$ cat src/rtl/seg_pkg.sv
// Shared types and segment patterns for the seven-segment display bank.
// Patterns are active-high, bit 0 = a ... bit 6 = g.
package seg_pkg;

  typedef logic [6:0] seg_t;

  localparam seg_t SEG_BLANK = 7'h7F;

  localparam seg_t SEG_P0 = 7'b0111111;
  localparam seg_t SEG_P1 = 7'b0000110;
  localparam seg_t SEG_P2 = 7'b1011011;
  localparam seg_t SEG_P3 = 7'b1001111;
  localparam seg_t SEG_P4 = 7'b1100110;
  localparam seg_t SEG_P5 = 7'b1101101;
  localparam seg_t SEG_P6 = 7'b1111101;
  localparam seg_t SEG_P7 = 7'b0000111;
  localparam seg_t SEG_P8 = 7'b1111111;
  localparam seg_t SEG_P9 = 7'b1101111;
  localparam seg_t SEG_PA = 7'b1110111;
  localparam seg_t SEG_PB = 7'b1111100;
  localparam seg_t SEG_PC = 7'b0111001;
  localparam seg_t SEG_PD = 7'b1011110;
  localparam seg_t SEG_PE = 7'b1111001;
  localparam seg_t SEG_PF = 7'b1110001;

  function automatic seg_t seg_pattern(input logic [3:0] nibble);
    seg_t pat;
    unique case (nibble)
      4'h0: pat = SEG_P0;
      4'h1: pat = SEG_P1;
      4'h2: pat = SEG_P2;
      4'h3: pat = SEG_P3;
      4'h4: pat = SEG_P4;
      4'h5: pat = SEG_P5;
      4'h6: pat = SEG_P6;
      4'h7: pat = SEG_P7;
      4'h8: pat = SEG_P8;
      4'h9: pat = SEG_P9;
      4'hA: pat = SEG_PA;
      4'hB: pat = SEG_PB;
      4'hC: pat = SEG_PC;
      4'hD: pat = SEG_PD;
      4'hE: pat = SEG_PE;
      4'hF: pat = SEG_PF;
    endcase
    return pat;
  endfunction

endpackage

$ cat src/rtl/seg_decode.sv
// Combinational nibble-to-segment decoder, active-low output.
// Values 10..15 decode as hex letters only when hex mode is on.
module seg_decode
  import seg_pkg::*;
(
  input  logic [3:0] nibble_i,
  input  logic       hex_mode_i,
  output seg_t       seg_o
);

  always_comb begin
    if ((nibble_i > 4'd9) && !hex_mode_i) begin
      seg_o = SEG_BLANK;
    end else begin
      seg_o = ~seg_pattern(nibble_i);
    end
  end

endmodule

$ cat src/rtl/seg_bank.sv
// Registered multi-digit seven-segment driver with hex mode, leading-zero
// blanking, per-digit blink and PWM brightness.
module seg_bank
  import seg_pkg::*;
#(
  parameter int unsigned N_DIGITS  = 6,
  parameter int unsigned BLINK_DIV = 25_000_000,
  parameter int unsigned PWM_BITS  = 4
) (
  input  logic                  clk,
  input  logic                  rst_n,
  input  logic                  load,
  input  logic [4*N_DIGITS-1:0] digits,
  input  logic                  hex_mode,
  input  logic                  lz_blank,
  input  logic [N_DIGITS-1:0]   blink_en,
  input  logic [PWM_BITS-1:0]   bright,
  output logic [7*N_DIGITS-1:0] seg,
  output logic                  blink_phase
);

  localparam int unsigned BLINK_W = $clog2(BLINK_DIV);
  localparam logic [BLINK_W-1:0] BLINK_LAST = BLINK_W'(BLINK_DIV - 1);
  localparam logic [PWM_BITS-1:0] PWM_LAST = PWM_BITS'((1 << PWM_BITS) - 2);

  logic [4*N_DIGITS-1:0] digits_q;
  logic                  hex_mode_q;
  logic                  lz_blank_q;
  logic [N_DIGITS-1:0]   blink_en_q;
  logic [PWM_BITS-1:0]   bright_q;
  logic [BLINK_W-1:0]    blink_cnt_q;
  logic                  blink_phase_q;
  logic [PWM_BITS-1:0]   pwm_cnt_q;
  logic [7*N_DIGITS-1:0] seg_q, seg_d;

  seg_t                  dec [N_DIGITS];
  logic [N_DIGITS-1:0]   lz_hide;
  logic                  zero_run;
  logic                  pwm_off;

  for (genvar g = 0; g < N_DIGITS; g++) begin : g_dec
    seg_decode u_dec (
      .nibble_i   (digits_q[4*g +: 4]),
      .hex_mode_i (hex_mode_q),
      .seg_o      (dec[g])
    );
  end

  // A digit is a leading zero when it and every more significant digit are 0.
  always_comb begin
    zero_run = 1'b1;
    lz_hide  = '0;
    for (int i = int'(N_DIGITS) - 1; i >= 0; i--) begin
      zero_run   = zero_run && (digits_q[4*i +: 4] == 4'd0);
      lz_hide[i] = lz_blank_q && zero_run && (i != 0);
    end
  end

  assign pwm_off = (pwm_cnt_q >= bright_q);

  always_comb begin
    seg_d = '0;
    for (int i = 0; i < int'(N_DIGITS); i++) begin
      if (pwm_off || (blink_en_q[i] && !blink_phase_q) || lz_hide[i]) begin
        seg_d[7*i +: 7] = SEG_BLANK;
      end else begin
        seg_d[7*i +: 7] = dec[i];
      end
    end
  end

  always_ff @(posedge clk or negedge rst_n) begin
    if (!rst_n) begin
      digits_q      <= '0;
      hex_mode_q    <= 1'b0;
      lz_blank_q    <= 1'b0;
      blink_en_q    <= '0;
      bright_q      <= '0;
      blink_cnt_q   <= '0;
      blink_phase_q <= 1'b1;
      pwm_cnt_q     <= '0;
      seg_q         <= '1;
    end else begin
      bright_q  <= bright;
      seg_q     <= seg_d;
      pwm_cnt_q <= (pwm_cnt_q == PWM_LAST) ? '0 : pwm_cnt_q + 1'b1;
      // Load restarts the blink period in the visible phase.
      if (load) begin
        digits_q      <= digits;
        hex_mode_q    <= hex_mode;
        lz_blank_q    <= lz_blank;
        blink_en_q    <= blink_en;
        blink_cnt_q   <= '0;
        blink_phase_q <= 1'b1;
      end else if (blink_cnt_q == BLINK_LAST) begin
        blink_cnt_q   <= '0;
        blink_phase_q <= ~blink_phase_q;
      end else begin
        blink_cnt_q <= blink_cnt_q + 1'b1;
      end
    end
  end

  assign seg         = seg_q;
  assign blink_phase = blink_phase_q;

endmodule

$ cat config.mk
export PLATFORM = sky130hd
export DESIGN_NAME = seg_bank
export DESIGN_NICKNAME = d
export VERILOG_FILES = /design/src/rtl/seg_pkg.sv /design/src/rtl/seg_decode.sv /design/src/rtl/seg_bank.sv
export SDC_FILE = /design/constraint.sdc
export NUM_CORES = 1
export LEC_CHECK = 0
export CORE_MARGIN = 3
export CORE_UTILIZATION = 50
export CTS_BUF_LIST = sky130_fd_sc_hd__clkbuf_16
export CTS_CLUSTER_SIZE = 20
export DETAILED_ROUTE_END_ITERATION = 8
export HOLD_SLACK_MARGIN = 0.15
export PLACE_DENSITY = 0.76
export SLEW_MARGIN = 40
export SYNTH_ARGS = -nofsm -noshare
export SYNTH_HDL_FRONTEND = slang
export SYNTH_SLANG_ARGS = --single-unit
$ cat constraint.sdc
create_clock -name clk -period 1.9 [get_ports clk]
set_input_delay 0.285 -clock clk [delete_from_list [all_inputs] [get_ports clk]]
set_output_delay 0.285 -clock clk [all_outputs]
set_load 0.005 [all_outputs]
; ---- Word-level counts from Yosys, hierarchy flattened
; Memory sizes are Yosys's and may differ from the RTL's.
; Cells that the tools add are included.
[totals]
romBits = 672
register_bits = 108
n_memories = 6
in_bits = 39
word_cells = 96
out_inout_bits = 43
[memory_table]
columns = name, depth, width, read_ports, rd_ports_with_merged_regs, wr, line
row1 = (name not given), 16, 7, 1, 0, 0, seg_pkg.sv:28  ; unique case (nibble)
row2 = (name not given), 16, 7, 1, 0, 0, seg_pkg.sv:28
row3 = (name not given), 16, 7, 1, 0, 0, seg_pkg.sv:28
row4 = (name not given), 16, 7, 1, 0, 0, seg_pkg.sv:28
row5 = (name not given), 16, 7, 1, 0, 0, seg_pkg.sv:28
row6 = (name not given), 16, 7, 1, 0, 0, seg_pkg.sv:28
[op_classes]
n_reduce_logical = 40
n_lt_le_gt_ge = 7
n_addsub = 2
eq_ne = 2
n_bitwise = 7
muxes = 23
[ops]
columns = op, count
row1 = 7-bit 2-to-1 mux, 18
row2 = 25-bit 2-to-1 mux, 2
row3 = 7-bit NOT, 6
row4 = "25-bit by 1-bit adder with 25-bit output, second input constant", 1
row5 = "25-bit == test, second input constant", 1
row6 = "4-bit > comparator, second input constant", 6
row7 = 1-bit logical AND, 21
row8 = 4-bit logical NOT, 5
row9 = 1-bit logical OR, 11
row10 = "4-bit by 1-bit adder with 4-bit output, second input constant", 1
row11 = "4-bit == test, second input constant", 1
row12 = 4-bit greater-or-equal comparator, 1
row13 = 4-bit 2-to-1 mux, 1
row14 = 1-bit logical NOT, 2
row15 = 1-bit 2-to-1 mux, 2
row16 = 2-bit nonzero test, 1
row17 = 1-bit NOT, 1

; ---- Logic depth before layout (Yosys ltp)
; Gate-level depths: netlist (run 1).
[depth]
ltp_word = 8
mapped_depth = 6
depth_no_buf = 6

; ---- Cells and area by module
; Synthesis (run 1) repeated with hierarchy kept, for this count alone.
[hier_totals]
cells_unflattened = 609
area_unflattened_um2 = 6149.6
[by_module_without_submodules]
columns = module, cells_each, area_per_inst_um2, seq_area_each_um2, n_inst
row1 = seg_bank, 363, 4438.0, 2756.4, 1
row2 = seg_decode, 41, 285.3, 0.0, 6

; ---- Least setup slack after synthesis (run 1)
; Ideal clock, no wire load.
[synth_path]
kind = register to register
start = reg blink_cnt_q[0]
end = reg blink_cnt_q[18]
t_arrival_ns = 1.949
slack_ns = -0.122
setup_time_ns = 0.073
stages_incl_launch_ff = 7
required_ns = 1.827
cell_sequence = dfrtp_1 -> ha_1 -> nand2_1 -> or4_1 -> buf_2 -> or4_4 -> a21oi_2
[synth_via]
elab_chain_cells = 3
word_cells_on_any_way = 4
classes_between = 1 x add/sub / 1 x eq/ne / 2 x mux
[synth_lines]
columns = element, line
row1 = start: declaration, seg_bank.sv:31  ; logic [BLINK_W-1:0] blink_cnt_q;
row2 = start signal: assignment, seg_bank.sv:99  ; blink_cnt_q <= blink_cnt_q + 1'b1;
row3 = 25-bit by 1-bit adder with 25-bit output or 25-bit == test (tied branches), "seg_bank.sv:99, seg_bank.sv:95"
row4 = 25-bit 2-to-1 mux (*), seg_bank.sv:95  ; end else if (blink_cnt_q == BLINK_LAST) begin
row5 = 25-bit 2-to-1 mux (*), seg_bank.sv:88  ; if (load) begin
; Mark *: on every way between the ends. The rest lies on a longest branch, timed or not.
; A chain may end at the register's enable or synchronous reset.

; ---- Final worst setup path (run 1)
[layout_path]
start = reg blink_cnt_q[1]
end = reg blink_cnt_q[18]
; Same word-level chain as after synthesis.

==> results.ini, run 1 <==
[final_layout]
n_fill_cell = 803
stdcell_area_um2 = 7833
diodes = 0
drive_above_1_share = 0.2523
finish.utilization = 0.7040
instances_no_fill = 889
layout.nets = 824
area_growth_pct = 33.73

[logic_synthesis]
ys.flop_type = dfrtp_1
ys_seq_elements = 108
synth_warnings = 0
syn_avg_cell_area_um2 = 9.681
synth.net_count = 685
synthCells = 605
synthesis.area_um2 = 5857
synth-edff-count = 0
synth_cell_types = 65
async_reset_ff_frac = 1.000
ys_seq_area_frac = 0.4706

[die]
ios = 82
die_w_um = 114.2
die_h_um = 114.2
core_area_um2 = 11130
placementRows = 38
die-area_um2 = 13050
start_util = 0.5264

[detailed_routing]
drcViolationCount = 0
antenna_left = 0
routed_via_density = 5.655
wl_per_cell_um = 16.43
vias = 5027
wirelength_um = 14610
first_iter_violations = 342
detail_route.first_pass.iterations = 5

[global_routing]
grt_pass1_vias = 4761
grt_max_degree = 33
grt_use_total = 0.2237
grt_pass1_wl_um = 23450
antenna_found_initial = 0
grt.overflow.total = 0

[clocking]
cts_tree = yes
htreeDepth = 3
numCtsBuffers = 9
cts_sinks = 108
clk_latency_ns = 0.35
cts.clk_slew.worst_paths_ns = 0.07
cts-root-buf = clkbuf_16
cts.path.max_buffers = 2

[critical_path]
worstSetupPathType = reg -> reg
critPathTopFamily = simple AND/OR/NAND/NOR gates
endpoint_kind = register
cp_max_fo = 5
cpPeakStageDelay_ns = 0.53
crit_buf_inv = 0
crit_required_ns = 2.18
crit_arrival_ns = 2.16
cpMaxStageDelayCell = or4_4
startpoint_type = register
cp_common_cell = or4_4
path_cells = ha_4, nand2_1, or4_4, or4_4, a21oi_2

[sta]
finalHoldViolations = 0
clock.fmax_mhz = 533.8
finClkSkew_ns = 0.01179
setup_viol_count_final = 0
worst_pin_slew_ns = 0.5457
period_needed_ns = 1.873
slew_headroom = 0.6354
slew_viol_final = 0
period_share = 0.9860
rsz0062_at_grt = yes
whs_ns = 0.3383

[placed_design]
place_area_um2 = 7278
port_buffers = 81
placed_cells = 863
place_congestion = 0.9138
post-dp-hpwl_um = 10370

[power]
p_leak_nw = 3.369
power_density_nw_per_um2 = 794.8
ir_drop_uv = 768.1

[hold_path]
hold_path.class = in -> reg

[run]
drv_cap = 0

[outcome]
status = complete, no violations

-- repair_timing --
item / 4_1_cts / 5_1_grt
endpoints found under the hold margin: 13 / 0
hold buffers: 1 / 0
pin swaps: 1 / 9
cloned: 0 / 0
resized for setup: 10 / 26
setup endpoints to repair: 20 / 57
buffers inserted: 0 / 9
-- cells in the final DEF, fill, tap and decap left out, types with 7 or more instances in the layout --
cell type,n
clkdlybuf4s50_1,79
nand2b_1,11
clkbuf_16,10
a211o_1,7
nor2b_1,19
nand2_1,54
a31oi_1,8
mux2_2,16
nand3_1,26
ha_1,38
buf_4,71
nor3_1,20
dfrtp_2,7
dfstp_2,43
nand4_1,13
a21oi_1,22
inv_1,33
o21ai_0,47
nor2_1,49
dfrtp_1,58
-- metal layers --
layer / vias to the layer above / wire, um / global-route usage
met2: 155 / 7200 / 0.3587
met4: 0 / 205 / 0.06651
li1: 2429 / - / -
met1: 2427 / 6496 / 0.3084
met3: 16 / 707 / 0.04545
met5: - / 0 / 0
-- final cells by class --
type / instances / area (um2) / area share
clock buffers: 10 / 250.2 / 0.03195
clock inverters: 6 / 61.31 / 0.007827
inverters: 33 / 123.9 / 0.01581
multi-input cells: 436 / 3038 / 0.3879
flip-flops and latches: 108 / 2765 / 0.3530
well taps: 140 / 175.2 / 0.02236
repair buffers: 156 / 1419 / 0.1812
-- flip-flops by register name, summed over array words and instances (netlist names) --
signal,flops
seg,42
blink_phase,1
blink_en_q,6
lz_blank_q,1
bright_q,4
blink_cnt_q,25
pwm_cnt_q,4
digits_q,24
hex_mode_q,1
-- worst reg2reg max path, stage by stage (launching register included) --
cell     delay [ns]
dfrtp_1        0.44
ha_4           0.20
nand2_1        0.08
or4_4          0.43
or4_4          0.53
a21oi_2        0.14
-- worst paths after layout --
check,from,to,slack (ns),cells after the start
max,blink_cnt_q[1],blink_cnt_q[18],0.03,5
min,load,blink_cnt_q[2],0.34,2
max reg2reg,blink_cnt_q[1],blink_cnt_q[18],0.03,5
min reg2reg,blink_cnt_q[19],blink_cnt_q[19],0.51,1
max in group asynchronous,rst_n,seg[22],0.84,3
min in group asynchronous,rst_n,digits_q[8],0.41,2
-- synth_stat cells (2+ instances only) --
cell type  instances  share of area
dfrtp_1           65           0.28
nand2_1           54          0.035
nor2_1            49          0.031
o21ai_0           47          0.040
dfstp_2           43           0.19
ha_1              41          0.088
inv_1             33          0.021
nand3_1           27          0.023
a21oi_1           26          0.022
clkbuf_1          23          0.015
nor3_1            20          0.017
nor2b_1           19          0.020
mux2_2            16          0.031
nand4_1           13          0.014
nand2b_1          12          0.013
a31oi_1            8         0.0085
a211o_1            7          0.010
or4_1              6         0.0077
xnor2_1            6         0.0090
a211oi_1           5         0.0064
buf_2              5         0.0043
or3_1              5         0.0053
a22oi_1            4         0.0051
o21bai_1           4         0.0051
xor2_1             4         0.0060
a221o_1            3         0.0051
a311o_1            3         0.0051
a32oi_1            3         0.0045
nor4_1             3         0.0032
o211ai_1           3         0.0038
o221ai_1           3         0.0045
o22ai_1            3         0.0032
o31ai_1            3         0.0038
or3b_2             3         0.0045
a21o_1             2         0.0026
a221oi_1           2         0.0030
and2_1             2         0.0021
o21a_1             2         0.0026
o311ai_0           2         0.0030
-- cell families (layout without fill, tap and decap cells) --
family	count (synthesis)	in the layout	share of synthesized area
AND/OR/NAND/NOR	226	226	0.1968
AO/OA/AOI/OAI	142	142	0.1574
flip-flops	108	108	0.4706
buffers and inverters	61	205	0.04016
adder cells (fa/ha/maj)	41	41	0.08759
multiplexers	17	17	0.03247
XOR/XNOR	10	10	0.01495
-- metrics by stage --
stage / setup WS [ns] / TNS [ns] / total power [W]
finish: 0.02654 / 0 / 0.006226
global route: -0.05340 / -0.5407 / 0.006539
CTS: -0.007105 / -0.007105 / 0.006248
detailed placement: -0.1213 / -1.313 / 0.004272
global placement: 0.003381 / 0 / 0.004225
floorplan: 0.005453 / 0 / 0.003475
-- report_power, final --
group,internal [W],switching [W],total (W)
registers,0.00266,0.000112,0.00277
logic,0.000814,0.000704,0.00152
clock network,0.00110,0.000837,0.00194
total,0.00457,0.00165,0.00623
Power figures use the tool's default switching activity.
==> inputs of run 2 (changes only) <==
--- a/config.mk
+++ b/config.mk
@@ -5,14 +5,16 @@
 export SDC_FILE = /design/constraint.sdc
 export NUM_CORES = 1
 export LEC_CHECK = 0
+export ABC_CLOCK_PERIOD_IN_PS = 1900
 export CORE_MARGIN = 3
 export CORE_UTILIZATION = 50
 export CTS_BUF_LIST = sky130_fd_sc_hd__clkbuf_16
 export CTS_CLUSTER_SIZE = 20
 export DETAILED_ROUTE_END_ITERATION = 8
+export GPL_ROUTABILITY_DRIVEN = 0
 export HOLD_SLACK_MARGIN = 0.15
 export PLACE_DENSITY = 0.76
-export SLEW_MARGIN = 40
+export SLEW_MARGIN = 20
 export SYNTH_ARGS = -nofsm -noshare
 export SYNTH_HDL_FRONTEND = slang
 export SYNTH_SLANG_ARGS = --single-unit
==> run 2 against run 1 <==
Effect of this change:
- sequential share of layout area rose by 0.58 points
- clock skew fell by 0.0034 ns
- worst setup slack improved by 0.014 ns
- clock-buffer cell count fell by 1
- clock power fell by 11%
- critical endpoint is now seg[27]
==> results.ini, run 2 (same netlist as run 1, synthesis figures left out) <==
[sta]
slew_headroom = 0.6792
period_share = 0.9785
slew_viol_final = 0
clock.fmax_mhz = 537.9
finClkSkew_ns = 0.008337
setup_viol_count_final = 0
rsz0062_at_grt = yes
setup_slack_ns = 0.04079
period_needed_ns = 1.859
worst_pin_slew_ns = 0.4802
finalHoldViolations = 0

[final_layout]
largest_reg_flops = 42
area_growth_pct = 31.38
finish.utilization = 0.6916
layout_common_cells = 78 x clkdlybuf4s50_1, 67 x buf_4, 61 x dfrtp_1
diodes = 0
final_common_cell = clkdlybuf4s50_1
drive_above_1_share = 0.2416
layout.nets = 820

[die]
die_w_um = 114.2
start_util = 0.5264
core_area_um2 = 11130
placementRows = 38
die-area_um2 = 13050
ios = 82
die_h_um = 114.2

[placed_design]
port_buffers = 81
post-dp-hpwl_um = 10620
place_ws_ns = -0.1302

[critical_path]
endpoint_kind = register
crit_buf_inv = 0
startpoint_type = register
worstSetupPathType = reg -> reg
path_cells = ha_1, a21o_1, a2111o_1, a311o_1
cp_max_fo = 6
cpPeakStageDelay_ns = 0.47
crit_arrival_ns = 2.14
critPathTopFamily = compound AO/OA/AOI/OAI gates
cpMaxStageDelayCell = a2111o_1
crit_required_ns = 2.19

[global_routing]
grt_max_degree = 53
grt.overflow.total = 0
antenna_found_initial = 0
grt_use_total = 0.2220
grt_pass1_wl_um = 23260
grt_pass1_vias = 4911

[clocking]
clk_latency_ns = 0.36
cts.clk_slew.worst_paths_ns = 0.07
cts-root-buf = clkbuf_16
cts_tree = yes
cts.path.max_buffers = 2
numCtsBuffers = 9
cts_sinks = 108
htreeDepth = 3

[power]
sw_frac_of_total = 0.2751
power_density_nw_per_um2 = 778.1
pwr-share-comb = 0.248
p_int_w = 0.004340
p_sw_w = 0.001647
p_leak_nw = 3.325
ir_drop_uv = 803.8
p_clk_frac = 0.288
seqPwrFrac = 0.464

[detailed_routing]
vias = 5032
first_iter_violations = 327
wirelength_um = 14300
detail_route.first_pass.iterations = 5
antenna_left = 0
drcViolationCount = 0
wl_per_cell_um = 16.16
routed_via_density = 5.686

[outcome]
status = complete, no violations

[run]
drv_cap = 0

[hold_path]
hold_path.class = in -> reg

-- run 2: cell count changes in the layout (fill, tap and decap cells not counted), moves of 2 or more --
cell / previous run / this run
dfrtp_2: 7 / 4
clkinv_2: 0 / 2
dfrtp_1: 58 / 61
ha_1: 38 / 40
buf_6: 0 / 2
buf_12: 4 / 2
buf_4: 71 / 67
-- run 2: path summary, 6_finish.rpt --
| kind | start | endpoint | slack [ns] | cells after the start |
|---|---|---|---|---|
| worst min-delay path | load | blink_cnt_q[2] | 0.31 | 2 |
| worst max register to register | pwm_cnt_q[3] | seg[27] | 0.04 | 4 |
| max in group asynchronous | rst_n | seg[0] | 0.78 | 3 |
| worst max-delay path | pwm_cnt_q[3] | seg[27] | 0.04 | 4 |
| worst min register to register | blink_cnt_q[0] | blink_cnt_q[0] | 0.51 | 1 |
| min in group asynchronous | rst_n | digits_q[6] | 0.42 | 2 |
-- run 2: per-layer routing --
layer  global-route usage  routed length [um]
met5                    0                   0
met4              0.06492                 233
met3              0.04334                 720
met2               0.3696                6955
met1               0.2958                6391
-- run 2: final cells by class --
type	count	area (um2)
inverters	33	123.9
repair buffers	152	1374
clock inverters	7	41.29
flip-flops and latches	108	2761
multi-input cells	436	2994
clock buffers	9	225.2
well taps	140	175.2
fillers	850	3431
-- run 2: power by group through the flow --
stage	clock (W)	combinational [W]	sequential, W
finish	0.00172	0.00149	0.00278
global route	0.00186	0.00164	0.00281
CTS	0.00176	0.00147	0.00277
detailed placement	0	0.00146	0.00281
global placement	0	0.00141	0.00280
floorplan	0	0.000655	0.00282
-- run 2: through the flow --
stage / total power [W] / cells / instance area [um2] / setup TNS [ns] / hold slack [ns]
6_report: 0.005987 / 885 / 7695 / 0 / 0.3082
2_1_floorplan: 0.003475 / 605 / 5879 / 0 / -0.01059
3_5_place_dp: 0.004267 / 863 / 7253 / -1.185 / 0.2647
3_3_place_gp: 0.004211 / 863 / 7253 / -0.3408 / 0.2606
5_1_grt: 0.006301 / 885 / 7695 / -0.03692 / 0.3265
4_1_cts: 0.006014 / 880 / 7567 / 0 / 0.3050
-- run 2: timing repair --
item | 4_1_cts | 5_1_grt
setup endpoints to repair | 15 | 53
hold endpoints to repair | 12 | 0
resized for setup | 7 | 23
cloned | 0 | 0
pin swaps | 2 | 7
buffers inserted | 0 | 5
hold buffers | 1 | 0
